==> src/rtl/fpu_seq_sub_if.sv <==
// Operand/result handshake bundle for fpu_seq_sub; op exists only with FPU_SEQ_ADDSUB_EN.
// The master drives operands and out_ready; the slave returns in_ready, out_valid, DIFF and busy.
interface fpu_seq_sub_if #(
    parameter int total_size = 32
);
    logic                  in_valid;
    logic                  in_ready;
    logic [total_size-1:0] A;
    logic [total_size-1:0] B;
`ifdef FPU_SEQ_ADDSUB_EN
    logic                  op;
`endif
    logic                  out_valid;
    logic                  out_ready;
    logic [total_size-1:0] DIFF;
    logic                  busy;

`ifdef FPU_SEQ_ADDSUB_EN
    modport master (output in_valid, A, B, op, out_ready,
                    input  in_ready, out_valid, DIFF, busy);
    modport slave  (input  in_valid, A, B, op, out_ready,
                    output in_ready, out_valid, DIFF, busy);
`else
    modport master (output in_valid, A, B, out_ready,
                    input  in_ready, out_valid, DIFF, busy);
    modport slave  (input  in_valid, A, B, out_ready,
                    output in_ready, out_valid, DIFF, busy);
`endif
endinterface

==> src/rtl/fpu_seq_sub.sv <==
// Sequential FP subtractor DIFF=A-B (A+B/A-B via op when FPU_SEQ_ADDSUB_EN); latency (diff+1)+1+(shifts+1)+1 edges, specials 1.
// Backpressure: DONE holds DIFF/out_valid until out_ready; in_ready only in IDLE, one operation in flight.
module fpu_seq_sub #(
    parameter int M_size     = 23,
    parameter int E_size     = 8,
    parameter int total_size = 1 + E_size + M_size
) (
    input  logic         clk,
    input  logic         rst_n,
    fpu_seq_sub_if.slave io_bus
);
    localparam int MW = M_size + 2;
    localparam logic [E_size-1:0] EXP_ONES = '1;

    typedef enum logic [2:0] {S_IDLE, S_ALIGN, S_ADD, S_NORM, S_DONE} state_t;

    state_t                r_state;
    logic                  r_sign_big;
    logic                  r_sign_sml;
    logic                  r_sign_res;
    logic [E_size-1:0]     r_exp;
    logic [E_size-1:0]     r_diff;
    logic [MW-1:0]         r_mant_big;
    logic [MW-1:0]         r_mant_sml;
    logic [total_size-1:0] r_dat;
    logic                  r_in_rdy;
    logic                  r_out_vld;
    logic                  r_busy;

    logic                  w_sign_a;
    logic                  w_sign_b;
    logic [E_size-1:0]     w_exp_a;
    logic [E_size-1:0]     w_exp_b;
    logic [M_size-1:0]     w_frac_a;
    logic [M_size-1:0]     w_frac_b;
    logic [MW-1:0]         w_mant_a;
    logic [MW-1:0]         w_mant_b;
    logic                  w_spec_a;
    logic                  w_spec_b;
    logic                  w_spec_nan;
    logic                  w_spec_sign;
    logic                  w_a_big;
    logic [total_size-1:0] w_spec_dat;
    logic [MW-1:0]         w_sum;
    logic [E_size-1:0]     w_exp_inc;
    logic [E_size-1:0]     w_exp_dec;

    always_comb begin
        w_sign_a = io_bus.A[total_size-1];
`ifdef FPU_SEQ_ADDSUB_EN
        w_sign_b = io_bus.B[total_size-1] ^ io_bus.op;
`else
        w_sign_b = ~io_bus.B[total_size-1];
`endif
        w_exp_a  = io_bus.A[total_size-2 -: E_size];
        w_exp_b  = io_bus.B[total_size-2 -: E_size];
        w_frac_a = io_bus.A[M_size-1:0];
        w_frac_b = io_bus.B[M_size-1:0];
        // Exponent zero flushes the operand to zero: no hidden bit.
        w_mant_a = (w_exp_a == '0) ? '0 : {1'b0, 1'b1, w_frac_a};
        w_mant_b = (w_exp_b == '0) ? '0 : {1'b0, 1'b1, w_frac_b};
        w_spec_a = &w_exp_a;
        w_spec_b = &w_exp_b;
        w_a_big  = (w_exp_a >= w_exp_b);
        // Inf with opposite effective signs cancels to NaN.
        w_spec_nan  = (w_spec_a & (|w_frac_a)) | (w_spec_b & (|w_frac_b))
                    | (w_spec_a & w_spec_b & (w_sign_a != w_sign_b));
        w_spec_sign = w_spec_a ? w_sign_a : w_sign_b;
        w_spec_dat  = {w_spec_sign, EXP_ONES, {(M_size-1){1'b0}}, w_spec_nan};
        w_sum       = r_mant_big + r_mant_sml;
        w_exp_inc   = r_exp + E_size'(1);
        w_exp_dec   = r_exp - E_size'(1);
    end

    always_ff @(posedge clk) begin
        if (!rst_n) begin
            r_state    <= S_IDLE;
            r_sign_big <= 1'b0;
            r_sign_sml <= 1'b0;
            r_sign_res <= 1'b0;
            r_exp      <= '0;
            r_diff     <= '0;
            r_mant_big <= '0;
            r_mant_sml <= '0;
            r_dat      <= '0;
            r_in_rdy   <= 1'b1;
            r_out_vld  <= 1'b0;
            r_busy     <= 1'b0;
        end else begin
            case (r_state)
                S_IDLE: begin
                    if (io_bus.in_valid) begin
                        r_in_rdy <= 1'b0;
                        r_busy   <= 1'b1;
                        if (w_spec_a | w_spec_b) begin
                            r_dat     <= w_spec_dat;
                            r_out_vld <= 1'b1;
                            r_state   <= S_DONE;
                        end else begin
                            r_exp      <= w_a_big ? w_exp_a : w_exp_b;
                            r_diff     <= w_a_big ? (w_exp_a - w_exp_b) : (w_exp_b - w_exp_a);
                            r_mant_big <= w_a_big ? w_mant_a : w_mant_b;
                            r_mant_sml <= w_a_big ? w_mant_b : w_mant_a;
                            r_sign_big <= w_a_big ? w_sign_a : w_sign_b;
                            r_sign_sml <= w_a_big ? w_sign_b : w_sign_a;
                            r_state    <= S_ALIGN;
                        end
                    end
                end
                S_ALIGN: begin
                    if (r_diff == '0) begin
                        r_state <= S_ADD;
                    end else if (r_diff > E_size'(M_size + 1)) begin
                        r_mant_sml <= '0;
                        r_diff     <= '0;
                    end else begin
                        r_mant_sml <= r_mant_sml >> 1;
                        r_diff     <= r_diff - E_size'(1);
                    end
                end
                S_ADD: begin
                    // r_mant_big carries the result magnitude into NORM.
                    if (r_sign_big == r_sign_sml) begin
                        r_mant_big <= w_sum;
                        r_sign_res <= r_sign_big;
                        r_state    <= S_NORM;
                    end else if (r_mant_big == r_mant_sml) begin
                        r_dat     <= '0;
                        r_out_vld <= 1'b1;
                        r_state   <= S_DONE;
                    end else if (r_mant_big > r_mant_sml) begin
                        r_mant_big <= r_mant_big - r_mant_sml;
                        r_sign_res <= r_sign_big;
                        r_state    <= S_NORM;
                    end else begin
                        r_mant_big <= r_mant_sml - r_mant_big;
                        r_sign_res <= r_sign_sml;
                        r_state    <= S_NORM;
                    end
                end
                S_NORM: begin
                    if (r_mant_big[MW-1]) begin
                        if (w_exp_inc == EXP_ONES)
                            r_dat <= {r_sign_res, EXP_ONES, {M_size{1'b0}}};
                        else
                            r_dat <= {r_sign_res, w_exp_inc, r_mant_big[M_size:1]};
                        r_out_vld <= 1'b1;
                        r_state   <= S_DONE;
                    end else if (!r_mant_big[M_size]) begin
                        if (w_exp_dec == '0) begin
                            r_dat     <= {r_sign_res, {(total_size-1){1'b0}}};
                            r_out_vld <= 1'b1;
                            r_state   <= S_DONE;
                        end else begin
                            r_mant_big <= r_mant_big << 1;
                            r_exp      <= w_exp_dec;
                        end
                    end else begin
                        r_dat     <= {r_sign_res, r_exp, r_mant_big[M_size-1:0]};
                        r_out_vld <= 1'b1;
                        r_state   <= S_DONE;
                    end
                end
                S_DONE: begin
                    if (io_bus.out_ready) begin
                        r_out_vld <= 1'b0;
                        r_in_rdy  <= 1'b1;
                        r_busy    <= 1'b0;
                        r_state   <= S_IDLE;
                    end
                end
                default: r_state <= S_IDLE;
            endcase
        end
    end

    assign io_bus.in_ready  = r_in_rdy;
    assign io_bus.out_valid = r_out_vld;
    assign io_bus.DIFF      = r_dat;
    assign io_bus.busy      = r_busy;
endmodule

==> src/flat_wrapper.sv <==
// flat-port wrapper written by rule: the top's interface ports become plain ports
module fpu_seq_sub_flat 
#(
    parameter int M_size     = 23,
    parameter int E_size     = 8,
    parameter int total_size = 1 + E_size + M_size
)
  (clk, rst_n, io_bus_in_valid, io_bus_A, io_bus_B, io_bus_out_ready, io_bus_in_ready, io_bus_out_valid, io_bus_DIFF, io_bus_busy);
  fpu_seq_sub_if #(.total_size(total_size)) io_bus_i ();
  input  logic clk;
  input  logic rst_n;
  input wire logic [$bits(io_bus_i.in_valid)-1:0] io_bus_in_valid;
  input wire logic [$bits(io_bus_i.A)-1:0] io_bus_A;
  input wire logic [$bits(io_bus_i.B)-1:0] io_bus_B;
  input wire logic [$bits(io_bus_i.out_ready)-1:0] io_bus_out_ready;
  output wire logic [$bits(io_bus_i.in_ready)-1:0] io_bus_in_ready;
  output wire logic [$bits(io_bus_i.out_valid)-1:0] io_bus_out_valid;
  output wire logic [$bits(io_bus_i.DIFF)-1:0] io_bus_DIFF;
  output wire logic [$bits(io_bus_i.busy)-1:0] io_bus_busy;
  assign io_bus_i.in_valid = io_bus_in_valid;
  assign io_bus_i.A = io_bus_A;
  assign io_bus_i.B = io_bus_B;
  assign io_bus_i.out_ready = io_bus_out_ready;
  assign io_bus_in_ready = io_bus_i.in_ready;
  assign io_bus_out_valid = io_bus_i.out_valid;
  assign io_bus_DIFF = io_bus_i.DIFF;
  assign io_bus_busy = io_bus_i.busy;
  fpu_seq_sub #(.M_size(M_size), .E_size(E_size), .total_size(total_size)) u_core (.clk(clk), .rst_n(rst_n), .io_bus(io_bus_i));
endmodule
==> config.mk <==
export PLATFORM = sky130hd
export DESIGN_NAME = fpu_seq_sub_flat
export DESIGN_NICKNAME = d
export VERILOG_FILES = /design/src/rtl/fpu_seq_sub_if.sv /design/src/rtl/fpu_seq_sub.sv /design/src/flat_wrapper.sv
export SDC_FILE = /design/constraint.sdc
export NUM_CORES = 1
export LEC_CHECK = 0
export CORE_ASPECT_RATIO = 1.25
export CORE_MARGIN = 1.5
export CORE_UTILIZATION = 52
export CTS_CLUSTER_DIAMETER = 100
export CTS_CLUSTER_SIZE = 28
export DETAILED_ROUTE_END_ITERATION = 6
export PLACE_DENSITY = 0.74
export SETUP_SLACK_MARGIN = 0.05
export SYNTH_ARGS = -nofsm -noshare
export SYNTH_HDL_FRONTEND = slang
export SYNTH_SLANG_ARGS = --single-unit
==> constraint.sdc <==
create_clock -name clk -period 5.5 [get_ports clk]
set_input_delay 1.1 -clock clk [delete_from_list [all_inputs] [get_ports clk]]
set_output_delay 1.1 -clock clk [all_outputs]
set_load 0.02 [all_outputs]
==> impl_metrics.csv, run 1 <==
group,metric,value,unit
global_routing,globalRouteOverflowTotal,0,
logic_synthesis,yosysTopAreaCellShare,19.9,%
setup_path,r2r_end,"u_core.io_bus.DIFF[31]",
sta,setup_tns,0,ns
layout,fill_cells,1933,
die,start_util,53.0,%
setup_path,worstPathMaxFanout,16,
sta,fmax,226,MHz
setup_path,start_kind,"input pin",
setup_path,crit_path_start,"io_bus_B[25]",
sta,fin_crit,4.43,ns
logic_synthesis,syn_inst,1482,
min_path,min_delay_path_depth,2,
layout,post_layout_nonfiller_instances,1800,
clock_network,clk_pin_slew,0.08,ns
clock_network,cts_tree,"done",
layout,final_area,12200,sq um
global_routing,grt_pass1_wl,62600,um
clock_network,cts-buffers-inserted,9,
die,die_w,131,um
die,core,20100,sq um
global_routing,grt_antenna_before_repair,3,
layout,final_util,60.9,%
logic_synthesis,netlist_area,10700,sq um
layout,area.growth.synth_to_final,14.8,%
sta,tightest_slew,1.22,ns
min_path,hp-start,"u_core.io_bus.DIFF[27]",
logic_synthesis,postSynthAreaPerCell,7.19,sq um
placement,gp_congestion,1.09,
setup_path,crit_family,"compound AO/OA/AOI/OAI gates",
outcome,violations,"DRC",
detailed_routing,antenna_left,0,
setup_path,r2r_start,"u_core.r_mant_sml[10]",
setup_path,cp_cell_sequence,"clkdlybuf4s50_1 -> inv_1 -> ha_1 -> o21ai_0 -> a31oi_1 -> o221ai_1 -> a21boi_0 -> nor2_2 -> buf_4 -> mux2i_1 -> xnor2_1 -> o22ai_1 -> a22oi_1 -> nor2_1",
die,pin_count,103,
detailed_routing,routed_via_density,6.77,
die,num_rows,58,
clock_network,postCtsSetupBuffers,0,
setup_path,regToRegSetupSlack,1.32,ns
logic_synthesis,synth_seq_cells,106,
sta,slew_headroom,18.5,%
job,timing.max_cap.violations,0,
layout,final_layout_size_suffix_gt1_share,5.50,%
global_routing,grt_max_degree,49,
logic_synthesis,synth_warnings,0,
clock_network,cts_num_sinks,106,
logic_synthesis,synth_ff_type,"dfxtp_1",
setup_path,critPathArrivalTime,4.70,ns
sta,finalClockSkew,0.0206,ns
clock_network,clock_path_buffers,2,
clock_network,cts_root_buf,"clkbuf_16",
sta,hold_viol,0,
sta,fin_crit_sh,80.6,%
global_routing,grt_pass1_vias,11400,
power_and_ir_drop,p_leak,4.94,nW
detailed_routing,dr.first_iter.drc_count,1415,
setup_path,slowest_delay,0.58,ns
logic_synthesis,ys_seq_area_share,19.9,%
global_routing,track_usage,38.0,%
logic_synthesis,syn_nets,1653,
logic_synthesis,synth_edf_count,0,
die,die_h,163,um
setup_path,crit_type,"input pin to register",
layout,finalNetCount,1694,
setup_path,endpoint_kind,"register",
min_path,hp-class,"register to register",
power_and_ir_drop,pwr_density_cell,587,nW/um^2
clock_network,postCtsResizedCells,0,
logic_synthesis,synth_top_cell_by_area,"dfxtp_1",
placement,placed_area,11900,sq um
detailed_routing,routedWlPerCell,22.4,um
logic_synthesis,synthTopCellsByArea,"dfxtp_1, ha_1, nor2_1, a21oi_1, o21ai_0",
detailed_routing,wl,40300,um
setup_path,ff2ff_path_depth,12,
clock_network,clk_latency,0.38,ns
detailed_routing,vias,12200,
sta,slew_violations,0,
detailed_routing,drt-pass1-iter-count,7,
logic_synthesis,synthArstFlopShare,0,%
setup_path,cp.required,5.77,ns
setup_path,cp_slowest_cell,"clkdlybuf4s50_1",
logic_synthesis,ys_types,85,
sta,grt_setup_unrepaired,"false",
clock_network,htree_levels,3,
setup_path,critPathBufInv,3,
clock_network,postCtsHoldBufs,0,
sta,setup_viol,0,
min_path,worstHoldEndpoint,"u_core.io_bus.DIFF[27]",
power_and_ir_drop,total_power,7.18,mW
die,dieArea,21400,sq um
outcome,status,"finished with violations",
placement,dp_cells,1782,
placement,numPortBuffers,102,
detailed_routing,remaining_drc_errors,2,
placement,dp_hpwl,29700,um
power_and_ir_drop,peakVddDrop,0.000281,V
[layout make-up]
type                    count  area [sq um]  area share [%]
multi-input cells        1157          7720            63.1
flip-flops and latches    106          2120            17.3
repair buffers            138          1320            10.8
inverters                 111           418            3.42
well taps                 270           338            2.76
clock buffers               9           225            1.84
clock inverters             7          88.8           0.726
diodes                      2          5.00          0.0409
[metal layers]
metal,track usage [%],vias to the layer above,part of all wire [%]
met5,0,-,0.057
met4,21.7,4,6.2
met3,7.11,187,9.4
met2,61.0,733,46
met1,47.2,5672,38
li1,-,5592,-
[state kept, by name, summed over array words and instances (netlist names), 3 cells and up]
| register | cells |
|---|---|
| u_core.r_diff | 8 |
| u_core.r_exp | 8 |
| u_core.r_mant_sml | 24 |
| u_core.r_state | 3 |
| u_core.r_mant_big | 25 |
| u_core.io_bus.DIFF | 32 |
[cell families (layout without fill, tap and decap cells)]
group	after synthesis	after routing	share of synthesized area (%)
compound gates	504	504	32.4
simple gates	488	488	21.7
buf+inv	219	265	8.01
flops	106	106	19.9
fa+ha+maj	103	103	12.4
xor+xnor	32	32	2.63
mux	30	30	2.90
other cells	0	2	0
[cells in the mapped netlist, types with 27 or more instances]
library cell and count:
o21ai_0 95, nor3_1 46, a21oi_1 118, nand2_1 121, inv_1 109, ha_1 98, dfxtp_1 106, clkbuf_1 85
nand3_1 32, nor2_1 159, a31oi_1 47, a221oi_1 27
[worst register-to-register path: cells and delay by family (launching register included)]
family,cells,cell delay [ns]
adders and majority gates,1,0.55
buffers and inverters,3,0.58
AOI/OAI and AO/OA,3,0.91
DFF,1,0.45
and+or+nand+nor,5,1.60
[how the worst max path moves through the flow]
stage / endpoint / slack, ns / depth (start not counted)
floorplan: u_core.r_exp[2] / 1.85 / 12
detailed placement: u_core.r_diff[2] / 0.76 / 14
finish: u_core.r_diff[2] / 1.07 / 14
CTS: u_core.r_diff[2] / 1.14 / 14
global route: u_core.r_diff[2] / 0.88 / 14
global placement: u_core.r_diff[2] / 0.87 / 14
[cells in the final DEF (no fill, tap or decap), types with 10 or more instances in the layout]
master	synthesis	layout
buf_4	1	34
inv_1	109	109
o21ai_0	95	94
dfxtp_1	106	106
a222oi_1	21	21
o211ai_1	15	15
nand3_1	32	32
nand2_1	121	121
a21oi_1	118	117
a21o_1	13	13
o21bai_1	11	11
nand4_1	15	15
nor2_1	159	158
nor3_1	46	45
o41ai_1	10	10
mux2i_1	23	23
and3_1	26	26
ha_1	98	98
a211oi_1	26	26
or3_1	12	12
xnor2_1	22	21
nor4_1	26	26
clkdlybuf4s50_1	0	102
a221oi_1	27	27
nand2b_1	10	10
a31oi_1	47	47
o221ai_1	21	21
[metrics by stage]
| stage | worst slack (ns) | hold slack [ns] |
|---|---|---|
| floorplan | 1.85 | 0.465 |
| CTS | 1.14 | 0.501 |
| global route | 0.879 | 0.530 |
| global placement | 0.868 | 0.481 |
| detailed placement | 0.760 | 0.488 |
| finish | 1.07 | 0.496 |
[where the power goes]
group	internal [mW]	total [mW]	switching [mW]	leakage [nW]
combinational	1.89	5.10	3.21	3.92
sequential	0.993	1.37	0.377	0.869
clock	0.330	0.712	0.381	0.153
total	3.21	7.18	3.97	4.94
(Power assumes the default switching activity.)
==> inputs of run 2 (changes only) <==
==> constraint.sdc (replaced) <==
create_clock -name clk -period 4.6 [get_ports clk]
set_input_delay 0.92 -clock clk [delete_from_list [all_inputs] [get_ports clk]]
set_output_delay 0.92 -clock clk [all_outputs]
set_load 0.02 [all_outputs]
==> run 2 against run 1 <==
  * The run now ends clean
  * Via count grew 1.2%
  * Critical path depth shrank 4
  * Worst setup slack lost 0.58 ns
  * Worst hold slack gained 0.0090 ns
  * Die area is the same
  * Count of clock-buffer cells in the layout is the same
  * Combinational power grew 25%
  * Global-route usage grew 1.4 points
  * Total power grew 23%
  * Critical endpoint is now u_core.r_mant_big[22]
  * Largest cell class unchanged
  * Largest power group unchanged
  * Highest routed layer unchanged
==> impl_metrics.csv, run 2 (synthesis gave the netlist of run 1 again) <==
group,metric,value,unit
outcome,status,"finished, final reports clean",
sta,fin_crit_sh,89.4,%
detailed_routing,vias,12300,
setup_path,cp.required,4.85,ns
die,die_h,163,um
setup_path,critPathArrivalTime,4.36,ns
sta,slew_violations,0,
sta,fmax,243,MHz
clock_network,clk_pin_slew,0.09,ns
global_routing,grt_pass1_wl,64500,um
clock_network,cts-buffers-inserted,9,
global_routing,grt_antenna_before_repair,1,
clock_network,clock_path_buffers,2,
detailed_routing,antenna_left,0,
setup_path,cp_slowest_cell,"a221oi_1",
global_routing,grt_max_degree,48,
clock_network,cts_num_sinks,106,
layout,largest_reg_flops,32,
power_and_ir_drop,pwr_density_cell,710,nW/um^2
detailed_routing,drt-pass1-iter-count,6,
clock_network,postCtsResizedCells,0,
placement,dp_hpwl,31100,um
detailed_routing,wl,41400,um
clock_network,cts_root_buf,"clkbuf_16",
detailed_routing,remaining_drc_errors,0,
min_path,hp-class,"register to register",
detailed_routing,dr.first_iter.drc_count,1422,
detailed_routing,routed_via_density,6.76,
placement,numPortBuffers,102,
sta,setup_viol,0,
power_and_ir_drop,p_leak,5.07,nW
setup_path,start_kind,"register",
placement,gp_congestion,0.971,
sta,tightest_slew,0.901,ns
setup_path,endpoint_kind,"register",
layout,final_cell_mix,"nor2_1, nand2_1, a21oi_1",
global_routing,grt_pass1_vias,11600,
sta,finalClockSkew,0.0165,ns
die,core,20100,sq um
die,pin_count,103,
die,start_util,53.0,%
clock_network,postCtsSetupBuffers,0,
sta,hold_viol,0,
setup_path,cp_cell_sequence,"ha_1 -> a221oi_1 -> nor4_1 -> o21ai_0 -> a21oi_1 -> o41ai_1 -> o21ai_0 -> a22oi_1 -> mux2i_1 -> o21ai_0",
sta,fin_crit,4.11,ns
clock_network,clk_latency,0.37,ns
layout,final_layout_size_suffix_gt1_share,7.02,%
clock_network,postCtsHoldBufs,0,
setup_path,slowest_delay,0.58,ns
layout,final_util,61.8,%
layout,area.growth.synth_to_final,16.6,%
clock_network,cts_tree,"done",
global_routing,globalRouteOverflowTotal,0,
global_routing,track_usage,39.4,%
sta,setup_tns,0,ns
detailed_routing,routedWlPerCell,22.7,um
sta,grt_setup_unrepaired,"false",
die,num_rows,58,
power_and_ir_drop,peakVddDrop,0.000308,V
die,die_w,131,um
setup_path,crit_type,"register to register",
sta,slew_headroom,40.0,%
job,timing.max_cap.violations,0,
setup_path,worstPathMaxFanout,12,
setup_path,crit_top_cell,"o21ai_0",
clock_network,htree_levels,3,
die,dieArea,21400,sq um
layout,layout_commonest_cell,"nor2_1",
layout,finalNetCount,1719,
layout,fill_cells,1934,
## run 2: changes by cell type in the layout (fill, tap and decap cells not counted)
cell      before  now
clkinv_8       3    1
buf_12         2    3
diode_2        2    1
inv_12         0    1
inv_8          2    3
buf_4         34   58
## run 2: where the power goes
part	switching [mW]	total, mW	internal [mW]
logic	3.95	6.35	2.40
clock network	0.447	0.844	0.397
registers	0.442	1.63	1.19
## run 2: final timing paths
check                            to  depth (start not counted)                   start  slack [ns]
max           u_core.r_mant_big[22]                         10    u_core.r_mant_big[3]        0.49
min          u_core.io_bus.DIFF[28]                          2  u_core.io_bus.DIFF[28]        0.50
max reg2reg   u_core.r_mant_big[22]                         10    u_core.r_mant_big[3]        0.49
min reg2reg  u_core.io_bus.DIFF[28]                          2  u_core.io_bus.DIFF[28]        0.50
## run 2: cell type report
type,count,area [sq um],share of cell area (%)
Antenna cell,1,2.50,0.0201
Clock buffer,9,225,1.81
Clock inverter,7,83.8,0.675
Inverter,111,418,3.36
Multi-Input combinational cell,1157,7720,62.1
Sequential cell,106,2120,17.1
Tap cell,270,338,2.72
Timing Repair Buffer,163,1520,12.2
## run 2: layer usage
metal  part of all wire, %  track usage, %
met1                    39            48.7
met2                    46            63.6
met3                   9.0            7.34
met4                   6.3            22.4
met5                 0.041               0
## run 2: critical path: cells and delay by family, from the launching register on
kind	cells	cell delay [ns]
fa+ha+maj	1	0.46
flops	1	0.57
simple gates	1	0.15
mux	1	0.23
compound gates	7	2.59
## run 2: stage by stage
step | setup slack, ns | total power, mW | cells | hold slack [ns] | cell area, sq um
6_report | 0.486 | 8.82 | 1824 | 0.505 | 12400
5_1_grt | 0.276 | 9.45 | 1823 | 0.525 | 12400
4_1_cts | 0.631 | 8.63 | 1823 | 0.507 | 12400
3_5_place_dp | 0.352 | 7.78 | 1807 | 0.493 | 12100
3_3_place_gp | 0.475 | 7.73 | 1807 | 0.484 | 12100
2_1_floorplan | 1.13 | 5.79 | 1482 | 0.465 | 10700
